### config.mk
export PLATFORM = sky130hd
export DESIGN_NAME = hazard_ctrl
export DESIGN_NICKNAME = d
export VERILOG_FILES = /design/src/rtl/pipe_pkg.sv /design/src/rtl/fwd_unit.sv /design/src/rtl/hazard_ctrl.sv
export SDC_FILE = /design/constraint.sdc
export NUM_CORES = 1
export LEC_CHECK = 0
export ABC_AREA = 1
export BUFFER_PORTS_ARGS = -buffer_cell sky130_fd_sc_hd__buf_2
export CORE_MARGIN = 5
export CORE_UTILIZATION = 43
export DETAILED_ROUTE_END_ITERATION = 7
export PLACE_DENSITY = 0.94
export SYNTH_ARGS = -nofsm -noshare
export SYNTH_HDL_FRONTEND = slang
export SYNTH_SLANG_ARGS = --single-unit
### constraint.sdc
create_clock -name clk -period 2.78 [get_ports clk]
set_clock_uncertainty 0.05 [all_clocks]
set_input_delay 0.278 -clock clk [delete_from_list [all_inputs] [get_ports clk]]
set_output_delay 0.278 -clock clk [all_outputs]
set_load 0.02 [all_outputs]
### src/rtl/pipe_pkg.sv
// Shared constants and types for the pipeline hazard controller.
// Forwarding-select encodings, multi-cycle FSM state type and the default
// register-address width.
package pipe_pkg;

    localparam int RA_W_DEF = 5;

    localparam logic [1:0] FWD_NONE = 2'b00;
    localparam logic [1:0] FWD_WB   = 2'b01;
    localparam logic [1:0] FWD_MEM  = 2'b10;

    typedef enum logic [0:0] {
        RUN  = 1'b0,
        BUSY = 1'b1
    } md_state_e;

endpackage

### src/rtl/fwd_unit.sv
// EX-stage operand forwarding compare for one source register.
// MEM result wins over WB result; register 0 is never forwarded.
// Only instantiated when HAZARD_FWD_EN is defined.
module fwd_unit
    import pipe_pkg::*;
#(
    parameter int RA_W = RA_W_DEF
) (
    input  logic [RA_W-1:0] ex_r,
    input  logic [RA_W-1:0] mem_rd,
    input  logic            mem_regwrite,
    input  logic [RA_W-1:0] wb_rd,
    input  logic            wb_regwrite,
    output logic [1:0]      fwd
);

    // Pick the youngest in-flight producer of ex_r.
    always_comb begin
        fwd = FWD_NONE;
        if (mem_regwrite && (mem_rd != '0) && (mem_rd == ex_r)) begin
            fwd = FWD_MEM;
        end else if (wb_regwrite && (wb_rd != '0) && (wb_rd == ex_r)) begin
            fwd = FWD_WB;
        end
    end

endmodule

### src/rtl/hazard_ctrl.sv
// Pipeline hazard and sequencing controller for the 5-stage CPU.
// Generates stall/flush controls for PC, IF/ID, ID/EX, EX/MEM and the EX
// operand forwarding selects, and holds the pipeline while a fixed-latency
// mul/div occupies EX (RUN/BUSY FSM plus down-counter).
// Build option: HAZARD_FWD_EN defined -> operand forwarding with load-use
// interlock only; undefined -> no forwarding, interlock on any EX/MEM
// producer that ID reads.
module hazard_ctrl
    import pipe_pkg::*;
#(
    parameter int MD_LAT = 8,
    parameter int RA_W   = RA_W_DEF
) (
    input  logic            clk,
    input  logic            rst,
    input  logic [RA_W-1:0] id_rs,
    input  logic [RA_W-1:0] id_rt,
    input  logic [RA_W-1:0] ex_rs,
    input  logic [RA_W-1:0] ex_rt,
    input  logic [RA_W-1:0] ex_rd,
    input  logic [RA_W-1:0] mem_rd,
    input  logic [RA_W-1:0] wb_rd,
    input  logic            ex_regwrite,
    input  logic            mem_regwrite,
    input  logic            wb_regwrite,
    input  logic            ex_memread,
    input  logic            ex_branch_taken,
    input  logic            ex_md_start,
    output logic            stall_f,
    output logic            stall_d,
    output logic            stall_e,
    output logic            flush_d,
    output logic            flush_e,
    output logic            flush_m,
    output logic [1:0]      fwd_a,
    output logic [1:0]      fwd_b,
    output logic            md_busy,
    output logic            md_done
);

    localparam int                CNT_W    = $clog2(MD_LAT);
    localparam logic [CNT_W-1:0] CNT_INIT = CNT_W'(MD_LAT - 1);
    localparam logic [CNT_W-1:0] CNT_ONE  = CNT_W'(1);

    md_state_e        state_q, state_d;
    logic [CNT_W-1:0] cnt_q, cnt_d;

    logic       id_dep_ex;
    logic       load_use;
    logic       raw_hazard;
    logic [1:0] fwd_a_c, fwd_b_c;
    logic       st_f, st_d, st_e, fl_d, fl_e, fl_m, done_c;

    assign id_dep_ex = (ex_rd != '0) && ((ex_rd == id_rs) || (ex_rd == id_rt));
    assign load_use  = ex_memread && id_dep_ex;

`ifdef HAZARD_FWD_EN
    logic unused_inputs;
    assign unused_inputs = ex_regwrite;

    assign raw_hazard = load_use;

    fwd_unit #(.RA_W(RA_W)) u_fwd_a (
        .ex_r         (ex_rs),
        .mem_rd       (mem_rd),
        .mem_regwrite (mem_regwrite),
        .wb_rd        (wb_rd),
        .wb_regwrite  (wb_regwrite),
        .fwd          (fwd_a_c)
    );

    fwd_unit #(.RA_W(RA_W)) u_fwd_b (
        .ex_r         (ex_rt),
        .mem_rd       (mem_rd),
        .mem_regwrite (mem_regwrite),
        .wb_rd        (wb_rd),
        .wb_regwrite  (wb_regwrite),
        .fwd          (fwd_b_c)
    );
`else
    // WB needs no interlock: the register file is write-first.
    logic unused_inputs;
    logic id_dep_mem;
    assign unused_inputs = ^{ex_rs, ex_rt, wb_rd, wb_regwrite};
    assign id_dep_mem    = (mem_rd != '0) && ((mem_rd == id_rs) || (mem_rd == id_rt));
    assign raw_hazard    = load_use || (ex_regwrite && id_dep_ex) ||
                           (mem_regwrite && id_dep_mem);
    assign fwd_a_c       = FWD_NONE;
    assign fwd_b_c       = FWD_NONE;
`endif

    // FSM next state and raw control outputs; branch beats mul/div start,
    // mul/div start beats data hazards, BUSY beats everything.
    always_comb begin
        state_d = state_q;
        cnt_d   = cnt_q;
        st_f    = 1'b0;
        st_d    = 1'b0;
        st_e    = 1'b0;
        fl_d    = 1'b0;
        fl_e    = 1'b0;
        fl_m    = 1'b0;
        done_c  = 1'b0;
        case (state_q)
            RUN: begin
                if (ex_branch_taken) begin
                    fl_d = 1'b1;
                    fl_e = 1'b1;
                end else if (ex_md_start) begin
                    st_f    = 1'b1;
                    st_d    = 1'b1;
                    st_e    = 1'b1;
                    fl_m    = 1'b1;
                    cnt_d   = CNT_INIT;
                    state_d = BUSY;
                end else if (raw_hazard) begin
                    st_f = 1'b1;
                    st_d = 1'b1;
                    fl_e = 1'b1;
                end
            end
            BUSY: begin
                if (cnt_q > CNT_ONE) begin
                    st_f  = 1'b1;
                    st_d  = 1'b1;
                    st_e  = 1'b1;
                    fl_m  = 1'b1;
                    cnt_d = cnt_q - CNT_ONE;
                end else begin
                    // Final EX cycle: let the mul/div advance out of EX.
                    done_c  = 1'b1;
                    cnt_d   = '0;
                    state_d = RUN;
                end
            end
            default: begin
                state_d = RUN;
                cnt_d   = '0;
            end
        endcase
        if (rst) begin
            state_d = RUN;
            cnt_d   = '0;
        end
    end

    // State and counter registers with synchronous reset.
    always_ff @(posedge clk) begin
        if (rst) begin
            state_q <= RUN;
            cnt_q   <= '0;
        end else begin
            state_q <= state_d;
            cnt_q   <= cnt_d;
        end
    end

    // All outputs are forced low while reset is asserted.
    assign stall_f = ~rst & st_f;
    assign stall_d = ~rst & st_d;
    assign stall_e = ~rst & st_e;
    assign flush_d = ~rst & fl_d;
    assign flush_e = ~rst & fl_e;
    assign flush_m = ~rst & fl_m;
    assign md_done = ~rst & done_c;
    assign md_busy = ~rst & (state_q == BUSY);
    assign fwd_a   = rst ? FWD_NONE : fwd_a_c;
    assign fwd_b   = rst ? FWD_NONE : fwd_b_c;

endmodule

==> impl_metrics.ini, run 1 <==
[layout]
layout_common_cells = nand2_1, buf_2, inv_1, nor2_1, inv_2
nets = 217
drive_gt1_frac = 0.3235
antennaDiodeCount = 0
final_common_cell = nand2_1
syn_to_final_growth_pct = 23.68

[logic_synthesis]
yosys_warnings = 0
seq_area_frac_synth = 0.1060
synthTopCellsByArea = nand2_1, dfxtp_1, inv_1
yosys.area.top_type_share = 0.2434
synth_flop_cell = dfxtp_1
ys_types = 27
syn_avg_cell_area_um2 = 5.516
async_flop_share = 0
synthCells = 137
yosysTopAreaCell = nand2_1
yosys_register_bits = 4
synth_edf_count = 0
syn_area_um2 = 755.7

[power]
power.leakage_nw = 0.5966
peakVddDrop_v = 0.0002025
power_density_mw_per_mm2 = 307.8

[timing]
fmax_mhz = 503.7
rsz0062_at_grt = no
fin_crit_ns = 1.986
report.final.hold_viol_count = 0
finalCritPeriodShare = 0.7142
whs_ns = 0.3629
slew_viol_final = 0
setup_tns_ns = 0
setup_viol = 0

[placed_design]
dp_hpwl_um = 1445
io_buffers = 34
place_congestion = 0.7631

[route]
routed_wl_um = 1598
routed_via_density = 4.308
dr_total_vias = 840
initialDrtViolationCount = 19
antenna_left = 0
drc = 0
dr.pass1.iters = 4
avgRoutedWirePerCell_um = 8.195

[worst_setup_path]
crit_arrival_ns = 1.66
timing.rr.start = state_q
r2r_cells = 8
critPathKind = flip-flop to primary output
r2r_end = cnt_q[0]
cp.required_ns = 2.45
cp-end-kind = primary output
critPathMaxFanout = 9
setup.worst_path.start_class = flip-flop
r2r_setup_slack_ns = 1.36

[floorplan]
io_pins = 55
die_area_mm2 = 0.002696
initial_utilization = 0.4425
die_h_um = 51.92
rows = 15
core_area_mm2 = 0.001708
die_w_um = 51.92

[global_routing]
grt.overflow.total = 0
antenna_found_initial = 0
grt_pass1_wl_um = 2635
grt_pass1_vias = 695
grt_max_degree = 10
grt_usage = 0.1255

[min_path]
hold_class = input port to flip-flop
hold_path_depth = 4
holdPathEnd = cnt_q[1]
worstHoldStart = rst

[clock_tree]
ctsHoldBuffers = 0
clock_sinks = 4
clk_pin_slew_ns = 0.04
htreeDepth = 1
cts_tree = yes
cts_root_buf = clkbuf_4
post-cts-setup-buffers = 0
cts.path.max_buffers = 2
cts-buffers-inserted = 3
clock_latency_ns = 0.23
cts_resized = 0

[outcome]
status = completed

[run]
maxCapViolCount = 0
-- registers in the layout, indices dropped and copies added, names as in the netlist --
register,cells
cnt_q,3
state_q,1
-- metal layers --
layer | vias to the layer above | GRT usage | share of wire
li1 | 467 | - | -
met1 | 351 | 0.1630 | 0.47
met2 | 22 | 0.2029 | 0.46
met3 | 0 | 0.02865 | 0.066
met4 | 0 | 0.03930 | 0
met5 | - | 0 | 0
-- synthesized netlist by cell type, types with 2 or more instances --
library cell,number
nand3_1,6
nand2_1,49
nand2_4,2
buf_4,6
dfxtp_1,4
nor3_1,2
o21ai_1,2
inv_1,16
a21oi_2,3
inv_4,2
ha_1,2
inv_2,8
xor2_1,2
xnor2_1,4
a21oi_1,4
nor2_1,14
-- critical path, cell delays in order (launching register included) --
cell and delay, ns:
dfxtp_1 0.60, inv_4 0.08, nand2_4 0.08, o21ai_2 0.06, inv_4 0.09, nand2_4 0.06
a21oi_4 0.16, inv_1 0.05, nand2_1 0.07, buf_2 0.16
-- stage by stage --
step / utilization / power [mW] / area [µm²] / worst slack [ns] / std cells
4_1_cts: 0.5473 / 0.2920 / 934.6 / 0.7768 / 195
3_5_place_dp: 0.5341 / 0.2199 / 912.1 / 1.029 / 192
6_report: 0.5473 / 0.2877 / 934.6 / 0.7945 / 195
3_3_place_gp: 0.5341 / 0.2163 / 912.1 / 1.073 / 192
5_1_grt: 0.5473 / 0.3165 / 934.6 / 0.6294 / 195
2_1_floorplan: - / 0.1796 / 767.0 / 1.013 / 140
-- worst max-delay path by stage --
stage | start | endpoint | slack [ns] | cells after the start
floorplan | cnt_q[1] | stall_f | 1.01 | 8
global placement | state_q | stall_d | 1.07 | 9
detailed placement | state_q | stall_f | 1.03 | 9
CTS | state_q | stall_f | 0.78 | 9
global route | state_q | stall_d | 0.63 | 9
finish | state_q | stall_d | 0.79 | 9
-- cell type report --
cell class              count  area (µm²)
fillers                   179       773.2
multi-input cells         101       506.7
repair buffers             34       170.2
inverters                  28       123.9
flip-flops and latches      4       80.08
well taps                  25       31.28
clock buffers               3       22.52
-- cells by family after synthesis --
kind of cell | after synthesis | synth area share
adder cells (fa/ha/maj) | 2 | 0.03311
AO/OA/AOI/OAI | 13 | 0.1258
buffers and inverters | 35 | 0.2384
flip-flops | 4 | 0.1060
AND/OR/NAND/NOR | 76 | 0.4222
other | 1 | 0.004962
XOR/XNOR | 6 | 0.06954
-- where the power goes --
part           total (mW)  switching, mW  internal, mW
clock              0.0698         0.0217        0.0481
combinational       0.144         0.0856        0.0588
sequential         0.0735        0.00914        0.0643
total               0.288          0.116         0.171
Note: power is estimated with default switching activity, not from simulation.
==> run 2, diff against run 1 <==
- CORE_UTILIZATION: 43 -> 40
- PLACE_DENSITY: 0.94 -> 0.89
- clock period: 2.78 -> 2 ns (I/O delays scaled with it)
==> run 2 against run 1 <==
Compared with the run above:
- core utilization down 1.3 points
- flip-flop and latch count unchanged
- design area up 0.80%
- cell count up 0.51%
- count of clock-buffer cells in the layout unchanged
- clock power up 41%
- critical path depth down 1
- routed wire length up 3.1%
- sequential share of layout area down 0.068 points
- combinational power up 44%
- total power up 40%
- first-iteration DRC count down 16%
==> impl_metrics.ini, run 2 (synthesis gave the netlist of run 1 again) <==
[layout]
antennaDiodeCount = 0
final_cell_area_um2 = 942.2
fillers = 200
final_common_cell = nand2_1
multi_input_area_um2 = 506.7
largest-register = cnt_q
syn_to_final_growth_pct = 24.67
fin_util = 0.5340
seq_area_um2 = 80.08
largest_reg_flops = 3
reg_top3 = cnt_q (3), state_q (1)
layout_common_cells = nand2_1, buf_2, inv_1, nor2_1, inv_2
nets = 218
drive_gt1_frac = 0.3275

[placed_design]
post_dp_cell_area_um2 = 919.6
dp_hpwl_um = 1470
place_congestion = 0.8431
io_buffers = 34

[timing]
finalCritPeriodShare = 0.9014
slew_viol_final = 0
fin_crit_ns = 1.803
setup_viol = 0
fmax_mhz = 554.7
report.final.hold_viol_count = 0
setup_tns_ns = 0
rsz0062_at_grt = no

[route]
dr.pass1.iters = 5
highest_layer = met3
drc = 0
dr_total_vias = 842
route.met3.wl_um = 99
wl_met2_um = 774
initialDrtViolationCount = 16
routed_wl_um = 1648
wl_met1_um = 774
routed_via_density = 4.296
antenna_left = 0
avgRoutedWirePerCell_um = 8.408

[worst_setup_path]
r2r_setup_slack_ns = 0.66
timing.rr.start = cnt_q[0]
critical_path.startpoint = cnt_q[1]
cp-end-kind = primary output
critPathMaxFanout = 4
critPathKind = flip-flop to primary output
r2r_cells = 6
setup.worst_path.start_class = flip-flop
cp.required_ns = 1.75
crit_arrival_ns = 1.55
crit_end = stall_d
r2r_end = cnt_q[0]

[clock_tree]
ctsHoldBuffers = 0
post-cts-setup-buffers = 0
cts_resized = 0
clock_latency_ns = 0.23
cts_tree = yes
htreeDepth = 1
clock_sinks = 4
cts-buffers-inserted = 3
cts.path.max_buffers = 2
cts_root_buf = clkbuf_4
clk_pin_slew_ns = 0.03

[global_routing]
grt_pass1_vias = 723
grt.overflow.total = 0
antenna_found_initial = 0
grt_pass1_wl_um = 2753
grt_max_degree = 8
grt_usage = 0.1265

[power]
power.leakage_nw = 0.6018
finalPower_uw = 403.9
peakVddDrop_v = 0.0002337
power_density_mw_per_mm2 = 428.7

[outcome]
status = completed

[floorplan]
core_area_mm2 = 0.001764
initial_utilization = 0.4284
rows = 15
io_pins = 55
die_h_um = 53.47
die_area_mm2 = 0.002859
die_w_um = 53.47

[min_path]
hold_class = input port to flip-flop

[run]
maxCapViolCount = 0
[run 2: cell count changes in the layout (fill, tap and decap cells not counted)]
cell   previous run  this run
buf_4             0         1
[run 2: metal layers]
layer | track usage | vias to the layer above
met5 | 0 | -
met4 | 0.03830 | 0
met3 | 0.01690 | 0
met2 | 0.2082 | 23
met1 | 0.1681 | 348
li1 | - | 471
[run 2: final cells by class]
class / count / share of cell area
multi-input combinational: 101 / 0.5378
tap: 25 / 0.03320
sequential: 4 / 0.08499
clock buffer: 3 / 0.02390
timing repair buffer: 35 / 0.1886
inverter: 28 / 0.1315
[run 2: report_power, final]
part	switching [mW]	leakage (nW)	internal, mW
sequential	0.00931	0.0332	0.0894
combinational	0.123	0.555	0.0835
clock	0.0317	0.0138	0.0670
[run 2: worst min-delay path by stage]
stage / start / endpoint / slack (ns) / depth (start not counted)
6_report: rst / cnt_q[1] / 0.28 / 4
5_1_grt: rst / cnt_q[1] / 0.29 / 4
4_1_cts: rst / cnt_q[1] / 0.28 / 4
3_5_place_dp: cnt_q[0] / cnt_q[0] / 0.45 / 1
3_3_place_gp: cnt_q[0] / cnt_q[0] / 0.45 / 1
2_1_floorplan: rst / cnt_q[1] / 0.32 / 3
[run 2: critical path: stages (launching register included)]
cell and delay (ns):
dfxtp_1 0.33, inv_2 0.06, ha_1 0.18, a21oi_2 0.16, nor2_1 0.12, a21oi_4 0.17, inv_1 0.05, nand2_1 0.08
buf_2 0.17
[run 2: stage by stage]
stage / cells / hold WS (ns) / setup WS [ns]
floorplan: 140 / 0.3167 / 0.3113
global placement: 193 / 0.4520 / 0.4643
detailed placement: 193 / 0.4508 / 0.4323
CTS: 196 / 0.2829 / 0.1753
global route: 196 / 0.2925 / 0.1041
finish: 196 / 0.2830 / 0.1973
==> run 3, diff against run 2 <==
--- a/config.mk
+++ b/config.mk
@@ -8,4 +8,5 @@
 export ABC_AREA = 1
 export BUFFER_PORTS_ARGS = -buffer_cell sky130_fd_sc_hd__buf_2
+export CAP_MARGIN = 30
 export CORE_MARGIN = 5
 export CORE_UTILIZATION = 40
==> constraint.sdc (replaced) <==
create_clock -name clk -period 2 [get_ports clk]
set_clock_uncertainty 0.05 [all_clocks]
set_input_delay 0.2 -clock clk [delete_from_list [all_inputs] [get_ports clk]]
set_output_delay 0.2 -clock clk [all_outputs]
set_load 0.005 [all_outputs]
==> run 3 against run 2 <==
Compared with the run above:
- register-to-register slack worse by 0.02 ns
- routed wire length up 6.0%
- combinational power down 7%
- maximum frequency up 2.2%
- sequential power up 1%
- critical path type unchanged
- critical endpoint is now stall_f
==> impl_metrics.ini, run 3 (synthesis gave the netlist of run 1 again) <==
[clock_tree]
htreeDepth = 1
ctsHoldBuffers = 0
cts_tree = yes
clock_latency_ns = 0.23
cts_resized = 0
clk_pin_slew_ns = 0.03
cts_root_buf = clkbuf_4
post-cts-setup-buffers = 0
cts-buffers-inserted = 3
clock_sinks = 4
cts.path.max_buffers = 2

[route]
routed_wl_um = 1747
dr.pass1.iters = 4
initialDrtViolationCount = 16
antenna_left = 0
drc = 0
avgRoutedWirePerCell_um = 8.913
routed_via_density = 4.388
dr_total_vias = 860

[timing]
setup_viol = 0
rsz0062_at_grt = no
setup_tns_ns = 0
finalCritPeriodShare = 0.8816
report.final.hold_viol_count = 0
whs_ns = 0.2956
finalWorstSetupSlack_ns = 0.2369
slew_viol_final = 0
fmax_mhz = 567.2
fin_crit_ns = 1.763

[floorplan]
core_area_mm2 = 0.001764
io_pins = 55
die_area_mm2 = 0.002859
initial_utilization = 0.4284
die_w_um = 53.47
rows = 15
die_h_um = 53.47

[global_routing]
antenna_found_initial = 0
grt_pass1_wl_um = 2835
grt_usage = 0.1295
grt_max_degree = 8
grt_pass1_vias = 754
grt.overflow.total = 0

[placed_design]
place_congestion = 0.8354
io_buffers = 34
dp_slack_ns = 0.4751
dp_hpwl_um = 1492

[power]
power.leakage_nw = 0.6018
comb_power_share = 0.491
netSwitchingFraction = 0.3853
peakVddDrop_v = 0.0002131
p_clk_frac = 0.253
switchingPower_uw = 150.5
sequentialPowerShare = 0.256
internal_power_uw = 240.1
power_density_mw_per_mm2 = 414.5

[worst_setup_path]
r2r_setup_slack_ns = 0.64
timing.rr.start = cnt_q[0]
crit_arrival_ns = 1.51
critPathKind = flip-flop to primary output
critPathMaxFanout = 4
cp.required_ns = 1.75
cp-end-kind = primary output
setup.worst_path.start_class = flip-flop
r2r_end = cnt_q[0]
r2r_cells = 6

[min_path]
hold_class = input port to flip-flop
hold_path_depth = 4
worstHoldStart = rst
holdPathEnd = cnt_q[1]

[layout]
fin_util = 0.5340
drive_gt1_frac = 0.3275
largest_reg_flops = 3
largest-register = cnt_q
syn_to_final_growth_pct = 24.67
final_common_cell = nand2_1
nets = 218
reg_top3 = cnt_q (3), state_q (1)
layout_common_cells = nand2_1, buf_2, inv_1, nor2_1, inv_2
antennaDiodeCount = 0

[run]
maxCapViolCount = 0

[outcome]
status = completed
[run 3: cell counts in the layout (fill, tap and decap cells not counted)]
Identical to the previous run, type by type.
[run 3: layer usage]
metal / routed length [µm] / GRT usage / up-vias
met1: 835 / 0.1733 / 359
met4: 0 / 0.03830 / 0
met3: 94 / 0.008451 / 0
met2: 817 / 0.2184 / 27
met5: 0 / 0 / -
li1: - / - / 474
[run 3: power groups by stage]
stage	Clock, mW	Sequential (mW)	Combinational [mW]
2_1_floorplan	0	0.0974	0.134
3_3_place_gp	0	0.0999	0.187
3_5_place_dp	0	0.101	0.190
4_1_cts	0.101	0.0999	0.193
5_1_grt	0.107	0.101	0.220
6_report	0.0987	0.0999	0.192
[run 3: area by class of cell]
cell class                      count  area [µm²]
Fill cell                         220       822.0
Multi-Input combinational cell    101       506.7
Timing Repair Buffer               35       177.7
Inverter                           28       123.9
Sequential cell                     4       80.08
Tap cell                           25       31.28
Clock buffer                        3       22.52
[run 3: how the worst max path moves through the flow]
stage | start | endpoint | slack, ns | cells after the start
global route | cnt_q[1] | stall_d | 0.11 | 8
detailed placement | cnt_q[0] | stall_f | 0.48 | 7
global placement | cnt_q[1] | stall_d | 0.51 | 8
CTS | cnt_q[1] | stall_f | 0.22 | 8
finish | cnt_q[1] | stall_f | 0.24 | 8
floorplan | cnt_q[1] | stall_f | 0.56 | 8
[run 3: through the flow]
step | instance area, µm² | power, mW | cells
after CTS | 942.2 | 0.3938 | 196
final | 942.2 | 0.3905 | 196
after floorplan | 767.0 | 0.2317 | 140
after detailed placement | 919.6 | 0.2908 | 193
after global placement | 919.6 | 0.2867 | 193
after global routing | 942.2 | 0.4278 | 196
[run 3: critical path, cell delays in order, from the launching register on]
cell	delay, ns
dfxtp_1	0.33
inv_2	0.06
ha_1	0.18
a21oi_2	0.17
nor2_1	0.13
a21oi_4	0.18
inv_1	0.05
nand2_1	0.08
buf_2	0.11
